File: config.mk
export PLATFORM = sky130hd
export DESIGN_NAME = spi_slave_reg_ctrl_flat
export DESIGN_NICKNAME = d
export VERILOG_FILES = /design/src/rtl/spi_slave_reg_ctrl_if.sv /design/src/rtl/spi_slave_reg_ctrl.sv /design/src/flat_wrapper.sv
export SDC_FILE = /design/constraint.sdc
export NUM_CORES = 1
export LEC_CHECK = 0
export ABC_AREA = 1
export CAP_MARGIN = 20
export CORE_ASPECT_RATIO = 0.8
export CORE_MARGIN = 5
export CORE_UTILIZATION = 42
export DETAILED_ROUTE_END_ITERATION = 10
export GPL_ROUTABILITY_DRIVEN = 0
export GPL_TIMING_DRIVEN = 0
export PLACE_DENSITY_LB_ADDON = 0.15
export SKIP_LAST_GASP = 1
export SLEW_MARGIN = 40
export SYNTH_ARGS = -nofsm -noshare
export SYNTH_HDL_FRONTEND = slang
export SYNTH_SLANG_ARGS = --single-unit
File: constraint.sdc
create_clock -name clk_i -period 1.3 [get_ports clk_i]
set_input_delay 0.26 -clock clk_i [delete_from_list [all_inputs] [get_ports clk_i]]
set_output_delay 0.26 -clock clk_i [all_outputs]
set_load 0.02 [all_outputs]
File: src/rtl/spi_slave_reg_ctrl_if.sv
// Word handshake towards spi_slave and request/acknowledge register bus of spi_slave_reg_ctrl.
// The slave modport is the controller's view; master is the surrounding logic.
interface spi_slave_reg_ctrl_if #(
    parameter int unsigned ADDR_WIDTH = 8
);
    logic                  spi_rdy_i;
    logic [7:0]            spi_data_i;
    logic                  spi_first_byte_i;
    logic                  spi_last_byte_i;
    logic                  spi_rdy_ack_o;
    logic                  spi_last_byte_ack_o;
    logic [7:0]            spi_tx_data_o;
    logic [ADDR_WIDTH-1:0] reg_addr_o;
    logic [7:0]            reg_data_o;
    logic                  reg_wr_o;
    logic                  reg_rd_o;
    logic [7:0]            reg_data_i;
    logic                  reg_ack_i;
    logic                  err_o;

    modport slave (
        input  spi_rdy_i, spi_data_i, spi_first_byte_i, spi_last_byte_i, reg_data_i, reg_ack_i,
        output spi_rdy_ack_o, spi_last_byte_ack_o, spi_tx_data_o, reg_addr_o, reg_data_o,
               reg_wr_o, reg_rd_o, err_o
    );

    modport master (
        output spi_rdy_i, spi_data_i, spi_first_byte_i, spi_last_byte_i, reg_data_i, reg_ack_i,
        input  spi_rdy_ack_o, spi_last_byte_ack_o, spi_tx_data_o, reg_addr_o, reg_data_o,
               reg_wr_o, reg_rd_o, err_o
    );
endinterface

File: src/rtl/spi_slave_reg_ctrl.sv
// SPI frame decoder (command, address, data with auto-increment) driving a register bus.
// Define SPI_REG_CTRL_TIMEOUT_EN to add the register-bus watchdog and sticky err_o.
module spi_slave_reg_ctrl #(
    parameter int unsigned ADDR_WIDTH     = 8,
    parameter int unsigned TIMEOUT_CYCLES = 16
) (
    input  logic                clk_i,
    input  logic                rst_i,
    input  logic                en_i,
    spi_slave_reg_ctrl_if.slave bus
);

    typedef enum logic [2:0] {
        StCmd, StAddr, StData, StWr, StRd, StAck, StLast, StHold
    } state_e;

    state_e                state_q, state_d;
    state_e                phase_q, phase_d;
    logic                  rd_q, rd_d;
    logic [ADDR_WIDTH-1:0] addr_q, addr_d;
    logic [7:0]            wdata_q, wdata_d;
    logic [7:0]            tx_q, tx_d;
    logic                  wr_req_q, wr_req_d;
    logic                  rd_req_q, rd_req_d;
    logic                  rdy_ack_q, rdy_ack_d;
    logic                  last_ack_q, last_ack_d;

`ifdef SPI_REG_CTRL_TIMEOUT_EN
    localparam int unsigned CntW = (TIMEOUT_CYCLES > 1) ? $clog2(TIMEOUT_CYCLES) : 1;

    logic [CntW-1:0] cnt_q, cnt_d;
    logic            err_q, err_d;
    logic            timeout;

    assign timeout = (cnt_q == CntW'(TIMEOUT_CYCLES - 1));

    always_comb begin
        cnt_d = '0;
        if ((state_q == StWr || state_q == StRd) && !bus.reg_ack_i && !timeout) begin
            cnt_d = cnt_q + 1'b1;
        end
    end

    assign bus.err_o = err_q;
`else
    assign bus.err_o = 1'b0;
`endif

    always_comb begin
        state_d    = state_q;
        phase_d    = phase_q;
        rd_d       = rd_q;
        addr_d     = addr_q;
        wdata_d    = wdata_q;
        tx_d       = tx_q;
        wr_req_d   = 1'b0;
        rd_req_d   = 1'b0;
        rdy_ack_d  = 1'b0;
        last_ack_d = 1'b0;
`ifdef SPI_REG_CTRL_TIMEOUT_EN
        err_d      = err_q;
`endif
        unique case (state_q)
            StCmd, StAddr, StData: begin
                // A received word wins over a pending frame end; the end is seen on return here.
                if (bus.spi_rdy_i) begin
                    if (bus.spi_first_byte_i || state_q == StCmd) begin
                        rd_d      = bus.spi_data_i[7];
                        state_d   = StAck;
                        phase_d   = StAddr;
                        rdy_ack_d = 1'b1;
`ifdef SPI_REG_CTRL_TIMEOUT_EN
                        err_d     = 1'b0;
`endif
                    end else if (state_q == StAddr) begin
                        addr_d = bus.spi_data_i[ADDR_WIDTH-1:0];
                        if (rd_q) begin
                            state_d  = StRd;
                            rd_req_d = 1'b1;
                        end else begin
                            state_d   = StAck;
                            phase_d   = StData;
                            rdy_ack_d = 1'b1;
                        end
                    end else if (rd_q) begin
                        // Dummy byte of a read frame: prefetch the next register.
                        state_d  = StRd;
                        rd_req_d = 1'b1;
                    end else begin
                        wdata_d  = bus.spi_data_i;
                        state_d  = StWr;
                        wr_req_d = 1'b1;
                    end
                end else if (bus.spi_last_byte_i) begin
                    state_d    = StLast;
                    last_ack_d = 1'b1;
                    tx_d       = 8'h00;
                end
            end
            StWr, StRd: begin
                if (bus.reg_ack_i) begin
                    if (state_q == StRd) begin
                        tx_d = bus.reg_data_i;
                    end
                    addr_d    = addr_q + 1'b1;
                    state_d   = StAck;
                    phase_d   = StData;
                    rdy_ack_d = 1'b1;
`ifdef SPI_REG_CTRL_TIMEOUT_EN
                end else if (timeout) begin
                    if (state_q == StRd) begin
                        tx_d = 8'hFF;
                    end
                    err_d     = 1'b1;
                    addr_d    = addr_q + 1'b1;
                    state_d   = StAck;
                    phase_d   = StData;
                    rdy_ack_d = 1'b1;
`endif
                end else begin
                    wr_req_d = (state_q == StWr);
                    rd_req_d = (state_q == StRd);
                end
            end
            StAck: begin
                state_d = StHold;
            end
            StLast: begin
                state_d = StHold;
                phase_d = StCmd;
            end
            StHold: begin
                // Lets spi_slave's registered rdy_o/last_byte_o clear before they are sampled again.
                state_d = phase_q;
            end
            default: begin
                state_d = StCmd;
            end
        endcase
    end

    always_ff @(posedge clk_i) begin
        if (rst_i || !en_i) begin
            state_q    <= StCmd;
            phase_q    <= StCmd;
            rd_q       <= 1'b0;
            addr_q     <= '0;
            wdata_q    <= 8'h00;
            tx_q       <= 8'h00;
            wr_req_q   <= 1'b0;
            rd_req_q   <= 1'b0;
            rdy_ack_q  <= 1'b0;
            last_ack_q <= 1'b0;
`ifdef SPI_REG_CTRL_TIMEOUT_EN
            cnt_q      <= '0;
            err_q      <= 1'b0;
`endif
        end else begin
            state_q    <= state_d;
            phase_q    <= phase_d;
            rd_q       <= rd_d;
            addr_q     <= addr_d;
            wdata_q    <= wdata_d;
            tx_q       <= tx_d;
            wr_req_q   <= wr_req_d;
            rd_req_q   <= rd_req_d;
            rdy_ack_q  <= rdy_ack_d;
            last_ack_q <= last_ack_d;
`ifdef SPI_REG_CTRL_TIMEOUT_EN
            cnt_q      <= cnt_d;
            err_q      <= err_d;
`endif
        end
    end

    assign bus.spi_rdy_ack_o       = rdy_ack_q;
    assign bus.spi_last_byte_ack_o = last_ack_q;
    assign bus.spi_tx_data_o       = tx_q;
    assign bus.reg_addr_o          = addr_q;
    assign bus.reg_data_o          = wdata_q;
    assign bus.reg_wr_o            = wr_req_q;
    assign bus.reg_rd_o            = rd_req_q;

endmodule

File: src/flat_wrapper.sv
// flat-port wrapper written by rule: the top's interface ports become plain ports
module spi_slave_reg_ctrl_flat 
#(
    parameter int unsigned ADDR_WIDTH     = 8,
    parameter int unsigned TIMEOUT_CYCLES = 16
)
  (clk_i, rst_i, en_i, bus_spi_rdy_i, bus_spi_data_i, bus_spi_first_byte_i, bus_spi_last_byte_i, bus_reg_data_i, bus_reg_ack_i, bus_spi_rdy_ack_o, bus_spi_last_byte_ack_o, bus_spi_tx_data_o, bus_reg_addr_o, bus_reg_data_o, bus_reg_wr_o, bus_reg_rd_o, bus_err_o);
  spi_slave_reg_ctrl_if #(.ADDR_WIDTH(ADDR_WIDTH)) bus_i ();
  input  logic clk_i;
  input  logic rst_i;
  input  logic en_i;
  input wire logic [$bits(bus_i.spi_rdy_i)-1:0] bus_spi_rdy_i;
  input wire logic [$bits(bus_i.spi_data_i)-1:0] bus_spi_data_i;
  input wire logic [$bits(bus_i.spi_first_byte_i)-1:0] bus_spi_first_byte_i;
  input wire logic [$bits(bus_i.spi_last_byte_i)-1:0] bus_spi_last_byte_i;
  input wire logic [$bits(bus_i.reg_data_i)-1:0] bus_reg_data_i;
  input wire logic [$bits(bus_i.reg_ack_i)-1:0] bus_reg_ack_i;
  output wire logic [$bits(bus_i.spi_rdy_ack_o)-1:0] bus_spi_rdy_ack_o;
  output wire logic [$bits(bus_i.spi_last_byte_ack_o)-1:0] bus_spi_last_byte_ack_o;
  output wire logic [$bits(bus_i.spi_tx_data_o)-1:0] bus_spi_tx_data_o;
  output wire logic [$bits(bus_i.reg_addr_o)-1:0] bus_reg_addr_o;
  output wire logic [$bits(bus_i.reg_data_o)-1:0] bus_reg_data_o;
  output wire logic [$bits(bus_i.reg_wr_o)-1:0] bus_reg_wr_o;
  output wire logic [$bits(bus_i.reg_rd_o)-1:0] bus_reg_rd_o;
  output wire logic [$bits(bus_i.err_o)-1:0] bus_err_o;
  assign bus_i.spi_rdy_i = bus_spi_rdy_i;
  assign bus_i.spi_data_i = bus_spi_data_i;
  assign bus_i.spi_first_byte_i = bus_spi_first_byte_i;
  assign bus_i.spi_last_byte_i = bus_spi_last_byte_i;
  assign bus_i.reg_data_i = bus_reg_data_i;
  assign bus_i.reg_ack_i = bus_reg_ack_i;
  assign bus_spi_rdy_ack_o = bus_i.spi_rdy_ack_o;
  assign bus_spi_last_byte_ack_o = bus_i.spi_last_byte_ack_o;
  assign bus_spi_tx_data_o = bus_i.spi_tx_data_o;
  assign bus_reg_addr_o = bus_i.reg_addr_o;
  assign bus_reg_data_o = bus_i.reg_data_o;
  assign bus_reg_wr_o = bus_i.reg_wr_o;
  assign bus_reg_rd_o = bus_i.reg_rd_o;
  assign bus_err_o = bus_i.err_o;
  spi_slave_reg_ctrl #(.ADDR_WIDTH(ADDR_WIDTH), .TIMEOUT_CYCLES(TIMEOUT_CYCLES)) u_core (.clk_i(clk_i), .rst_i(rst_i), .en_i(en_i), .bus(bus_i));
endmodule
After elaboration in Yosys (flattened, before gate mapping)
Index checks and enable logic that the tools add are counted.
{"block": "word_totals", "reg_bits": 35, "in_bits": 23, "output_inout_bits": 29, "elab_cells": 89}
{"block": "op_classes", "add_sub_neg": 1, "n_eq_ne": 17, "mux": 41, "bitwise_logic": 4, "n_reduce_logical": 16}
{"cell": "2-to-1 mux 8 bit", "count": 8}
{"cell": "2-to-1 mux 3 bit", "count": 11}
{"cell": "one-hot mux 8 bit (2 select lines)", "count": 2}
{"cell": "AND reduction 5 bit", "count": 4}
{"cell": "2-to-1 mux 1 bit", "count": 15}
{"cell": "== test 3 bit, second input constant", "count": 4}
{"cell": "one-hot mux 3 bit (4 select lines)", "count": 1}
{"cell": "inequality test 2 bit, second input constant", "count": 5}
{"cell": "one-hot mux 3 bit (3 select lines)", "count": 1}
{"cell": "adder 8 x 1 -> 8 bit, second input constant", "count": 1}
{"cell": "== test 3 x 2 -> 1 bit, second input constant", "count": 2}
{"cell": "inequality test 3 bit, second input constant", "count": 2}
{"cell": "one-hot mux 1 bit (2 select lines)", "count": 3}
{"cell": "OR reduction 3 bit", "count": 2}
{"cell": "inequality test 2 x 1 -> 1 bit, second input constant", "count": 2}
{"cell": "inverter 1 bit", "count": 4}
{"cell": "OR reduction 2 bit", "count": 2}
{"cell": "== test 3 x 1 -> 1 bit, second input constant", "count": 1}
{"cell": "logical NOT 3 bit", "count": 1}
{"cell": "inequality test 3 x 1 -> 1 bit, second input constant", "count": 1}
{"cell": "AND reduction 3 bit", "count": 1}
{"cell": "nonzero test 3 bit", "count": 1}
{"cell": "logical OR 1 bit", "count": 2}
{"cell": "AND reduction 2 bit", "count": 1}
{"cell": "2 further kinds", "count": 2}

Logic depth before layout (Yosys ltp)
{"block": "logic_depth", "ltp_word": 5, "ltp_mapped": 12, "depth_no_buf": 10}

Worst setup path after synthesis
OpenSTA, ideal clock, no wires.
{"block": "synth_path", "kind": "register to register", "start": "register u_core.addr_q[0] (netlist: u_core.bus.reg_addr_o[0])", "end": "register u_core.addr_q[6] (netlist: u_core.bus.reg_addr_o[6])", "arrival_time_ns": 1.236, "required_time_ns": 1.180, "setup_slack_ns": -0.055, "path_stages_with_launch": 9, "n_path_buf": 0, "cell_sequence": "dfxtp_1 -> ha_1 -> nand3_1 -> o21ai_0 -> nand2_1 -> nand2_1 -> nand2_1 -> nand2_1 -> a21oi_1"}
{"block": "synth_between", "elab_chain_len": 3}
{"item": "start, declared", "line": "spi_slave_reg_ctrl.sv:20", "rtl": "logic [ADDR_WIDTH-1:0] addr_q, addr_d;"}
{"item": "start signal, assigned", "line": "spi_slave_reg_ctrl.sv:162", "rtl": "addr_q <= addr_d;"}
{"item": "adder 8 x 1 -> 8 bit", "line": "spi_slave_reg_ctrl.sv:105", "rtl": "addr_d = addr_q + 1'b1;"}
{"item": "2-to-1 mux 8 bit", "line": "spi_slave_reg_ctrl.sv:101", "rtl": "if (bus.reg_ack_i) begin"}
{"item": "one-hot mux 8 bit (2 select lines)", "line": "spi_slave_reg_ctrl.sv:63", "rtl": "unique case (state_q)"}
No other way between the ends. The select of a mux whose other input is x is not followed.
A chain may end at the register's enable or synchronous reset.

Worst setup path in the final report
{"block": "layout_path", "start": "register u_core.state_q[0]", "end": "register u_core.addr_q[5] (netlist: u_core.bus.reg_addr_o[5])"}
{"block": "layout_between", "elab_chain_len": 4, "word_cells_on_any_way": 15, "cone_classes": "eq/ne: 8; mux: 1; reduce/logical: 6"}
{"item": "start, declared", "line": "spi_slave_reg_ctrl.sv:17", "rtl": "state_e state_q, state_d;"}
{"item": "start signal, assigned", "line": "spi_slave_reg_ctrl.sv:144", "rtl": "state_q <= StCmd;"}
{"item": "start signal, assigned", "line": "spi_slave_reg_ctrl.sv:159", "rtl": "state_q <= state_d;"}
{"item": "== test 3 x 2 -> 1 bit, or another cell as far along", "line": "spi_slave_reg_ctrl.sv:63"}
{"item": "OR reduction 3 bit, or another cell as far along", "line": "spi_slave_reg_ctrl.sv:63"}
{"item": "inequality test 2 bit (no line), or another cell as far along"}
{"item": "AND reduction 5 bit (no line)"}
Parallel ways exist; a longest one is shown, timed or not.

==> results.toml <==
[final_layout]
multiInputGateArea_um2 = 1130
finalInstanceArea_um2 = 2830
nFillCells = 295
regArea_um2 = 692
drive_gt1_frac = 0.324
nNetsFinal = 363
fin_util = 0.729
diodes = 0
area_delta_synth_final_pct = 63.5

[synth]
synth_top_area_cell = "dfxtp_1"
async_flop_share = 0
synth_top_area_share = 0.394
synth_nets = 288
syn_area_um2 = 1730
synthTopCellsByArea = "dfxtp_1, nand2_1, nor2_1"
syn_area_per_cell_um2 = 6.55
synth_commonest_cells = "nand2_1, nor2_1, dfxtp_1, o21ai_1, inv_1"
post-synth-top-count-cell = "nand2_1"
synth_flop_cell = "dfxtp_1"
synth_edf_count = 0
synth.distinct_cells = 27
synth_cells = 264
ys_ff_latch = 34
ys_seq_area_frac = 0.394
yosys_warnings = 0

[status]
violations = "negative setup slack"
status = "finished with violations"

[clocking]
cts-hold-fix-buffers = 0
h-tree-depth = 2
clockBufferDepth = 2
clk-insertion-delay-late_ns = 0.29
numCtsBuffers = 5
cts_tree = "done"
clk_pin_slew_ns = 0.07
root_buffer = "clkbuf_8"
cts.sinks = 34

[detailed_routing]
firstDrtPassIters = 4
drt_wl_total_mm = 5.35
drt_iter0_drc = 98
drc = 0
num_vias = 1925
wire_per_inst_um = 13.6
viasPerCell = 4.89
final_antenna_net_count = 0

[sta]
setup_viol = 19
finalCriticalPeriod_ns = 1.43
finClkSkew_ns = 0.00546
clock.fmax_ghz = 0.697
rsz0062_at_grt = "yes"
setup_slack_ns = -0.134
drv_slew = 0
hold_viol = 0
post-route-period-util = 1.10

[global_route]
grt_remaining_overflow = 0
grt_antenna_before_repair = 0
grt_pass1_vias = 1700
track_usage = 0.187
grt_pass1_wl_mm = 7.75
grt_start_max_net_pins = 11

[placement]
dp.final_hpwl_mm = 3.31
dpl_cell_area_um2 = 2330
dp_slack_ns = -0.739
port_buffers = 50

[hold_path]
min_from = "u_core.bus.reg_data_o[0]"
min_path_cells = 2
min_path_type = "register to register"
whs_endpoint = "u_core.bus.reg_data_o[0]"

[floorplan]
start_util = 0.446
die_area_um2 = 5510
core_area_um2 = 3880
dieHeight_um = 67.4
die_width_um = 81.7
std_cell_rows = 20
ios = 52

[setup_path]
r2r-end = "u_core.bus.reg_addr_o[5]"
path_depth = 8
cp-start-kind = "register"
worst-path-buf-inv = 2
critPathRequiredTime_ns = 1.52
max_stage_delay_ns = 0.32
criticalPathCategory = "register to register"
path_delay_family = "simple AND/OR/NAND/NOR gates"
crit_path_frequent_cell = "nand2_1"
path_cells = "buf_8 -> o21ai_2 -> nand2_1 -> inv_1 -> nand2_1 -> nor2_4 -> nand2_1 -> a21oi_2"
ff2ff_setup_slack_ns = -0.13
slowest_stage = "dfxtp_2"
r2r_cells = 8
cp_max_fo = 8
reg2reg_from = "u_core.state_q[0]"
critPathArrivalTime_ns = 1.66
cp-end-kind = "register"

[power]
ir_drop_mv = 0.691
p_switching_mw = 0.794
p_int_mw = 2.00
power.leakage_nw = 1.27
clockPowerShare = 0.355
p_seq_frac = 0.397
p_sw_frac = 0.284
p_total_mw = 2.79
p_comb_frac = 0.248
p_per_area_nw_per_um2 = 988

[flow_run]
cap_violations = 0
## worst register-to-register path: cells and delay by family (launching register included)
| kind | cells | cell delay [ns] |
|---|---|---|
| and+or+nand+nor | 4 | 0.48 |
| AOI/OAI and AO/OA | 2 | 0.36 |
| buffers and inverters | 2 | 0.20 |
| DFF | 1 | 0.32 |
## sequential cells by signal, indices dropped and copies added, names as in the netlist
name	cells
u_core.bus.reg_addr_o	8
u_core.bus.reg_data_o	8
u_core.bus.reg_rd_o	1
u_core.bus.reg_wr_o	1
u_core.bus.spi_last_byte_ack_o	1
u_core.bus.spi_rdy_ack_o	1
u_core.bus.spi_tx_data_o	8
u_core.phase_q	2
u_core.rd_q	1
u_core.state_q	3
## power groups by stage
| stage | registers, mW | clock network, mW | logic [mW] |
|---|---|---|---|
| after floorplan | 1.15 | 0 | 0.291 |
| after global placement | 1.13 | 0 | 0.501 |
| after detailed placement | 1.13 | 0 | 0.505 |
| after CTS | 1.11 | 1.01 | 0.592 |
| after global routing | 1.11 | 1.07 | 0.748 |
| final | 1.11 | 0.993 | 0.692 |
## timing repair
item / 4_1_cts / 5_1_grt
endpoints found under the hold margin: 0 / 0
pin swaps: 7 / 20
buffers inserted: 10 / 6
endpoints found under the setup margin: 62 / 43
gates cloned: 1 / 1
resized for setup: 76 / 57
## worst max path at each step
| stage | startpoint | end |
|---|---|---|
| 2_1_floorplan | u_core.state_q[0] | u_core.bus.spi_tx_data_o[0] |
| 3_3_place_gp | en_i | u_core.rd_q |
| 3_5_place_dp | en_i | u_core.rd_q |
| 4_1_cts | u_core.state_q[0] | u_core.bus.spi_tx_data_o[2] |
| 5_1_grt | u_core.state_q[0] | u_core.bus.reg_addr_o[5] |
| 6_report | u_core.state_q[0] | u_core.bus.reg_addr_o[5] |
## per-stage QoR
stage,hold WS [ns],std cells,TNS [ns]
final,0.477,394,-1.86
after floorplan,0.402,264,-0.0207
after global routing,0.496,394,-3.46
after global placement,0.463,369,-16.28
after CTS,0.483,387,-0.682
after detailed placement,0.473,369,-16.64
## layout by cell type, fill, tap and decap left out, types with 2 or more instances in the layout
cell type	synthesis	layout
nand3_2	2	2
nand2_2	5	13
a21oi_1	9	6
nand3_1	13	10
buf_8	0	2
a21oi_2	0	3
inv_2	3	6
clkdlybuf4s15_2	0	2
buf_12	0	2
nor2_1	53	48
buf_4	2	17
o21ai_1	21	12
inv_1	18	13
dlygate4sd2_1	0	19
nor2_4	2	6
nand2_4	0	7
nand2_1	68	52
nand3_4	0	3
dfxtp_1	34	27
o21ai_2	2	15
clkbuf_8	0	6
clkbuf_2	0	3
dfxtp_2	0	6
buf_6	1	5
o21ai_0	10	6
xor2_1	2	2
clkdlybuf4s50_1	0	22
nor2_2	4	5
clkdlybuf4s15_1	0	4
o21a_1	2	2
## layout make-up
class                   count  share of cell area
multi-input cells         199               0.400
flip-flops and latches     34               0.245
repair buffers             68               0.223
inverters                  22              0.0345
plain buffers               9              0.0332
clock buffers               6              0.0292
well taps                  55              0.0243
clock inverters             1              0.0106
## layer usage
layer | share of wire | wire (µm) | track usage | vias up
met1 | 0.44 | 2370 | 0.235 | 852
li1 | - | - | - | 988
met4 | 0.022 | 117 | 0.0705 | 0
met2 | 0.46 | 2440 | 0.301 | 72
met5 | 0 | 0 | 0 | -
met3 | 0.078 | 419 | 0.0560 | 13
## cells by family after synthesis
logic type | count (synthesis) | synth area share
AND/OR/NAND/NOR | 149 | 0.364
AO/OA/AOI/OAI | 45 | 0.139
flip-flops | 34 | 0.394
buffers and inverters | 31 | 0.0789
XOR/XNOR | 3 | 0.0152
adder cells (fa/ha/maj) | 1 | 0.00723
other | 1 | 0.00217
Power figures use the tool's default switching activity.
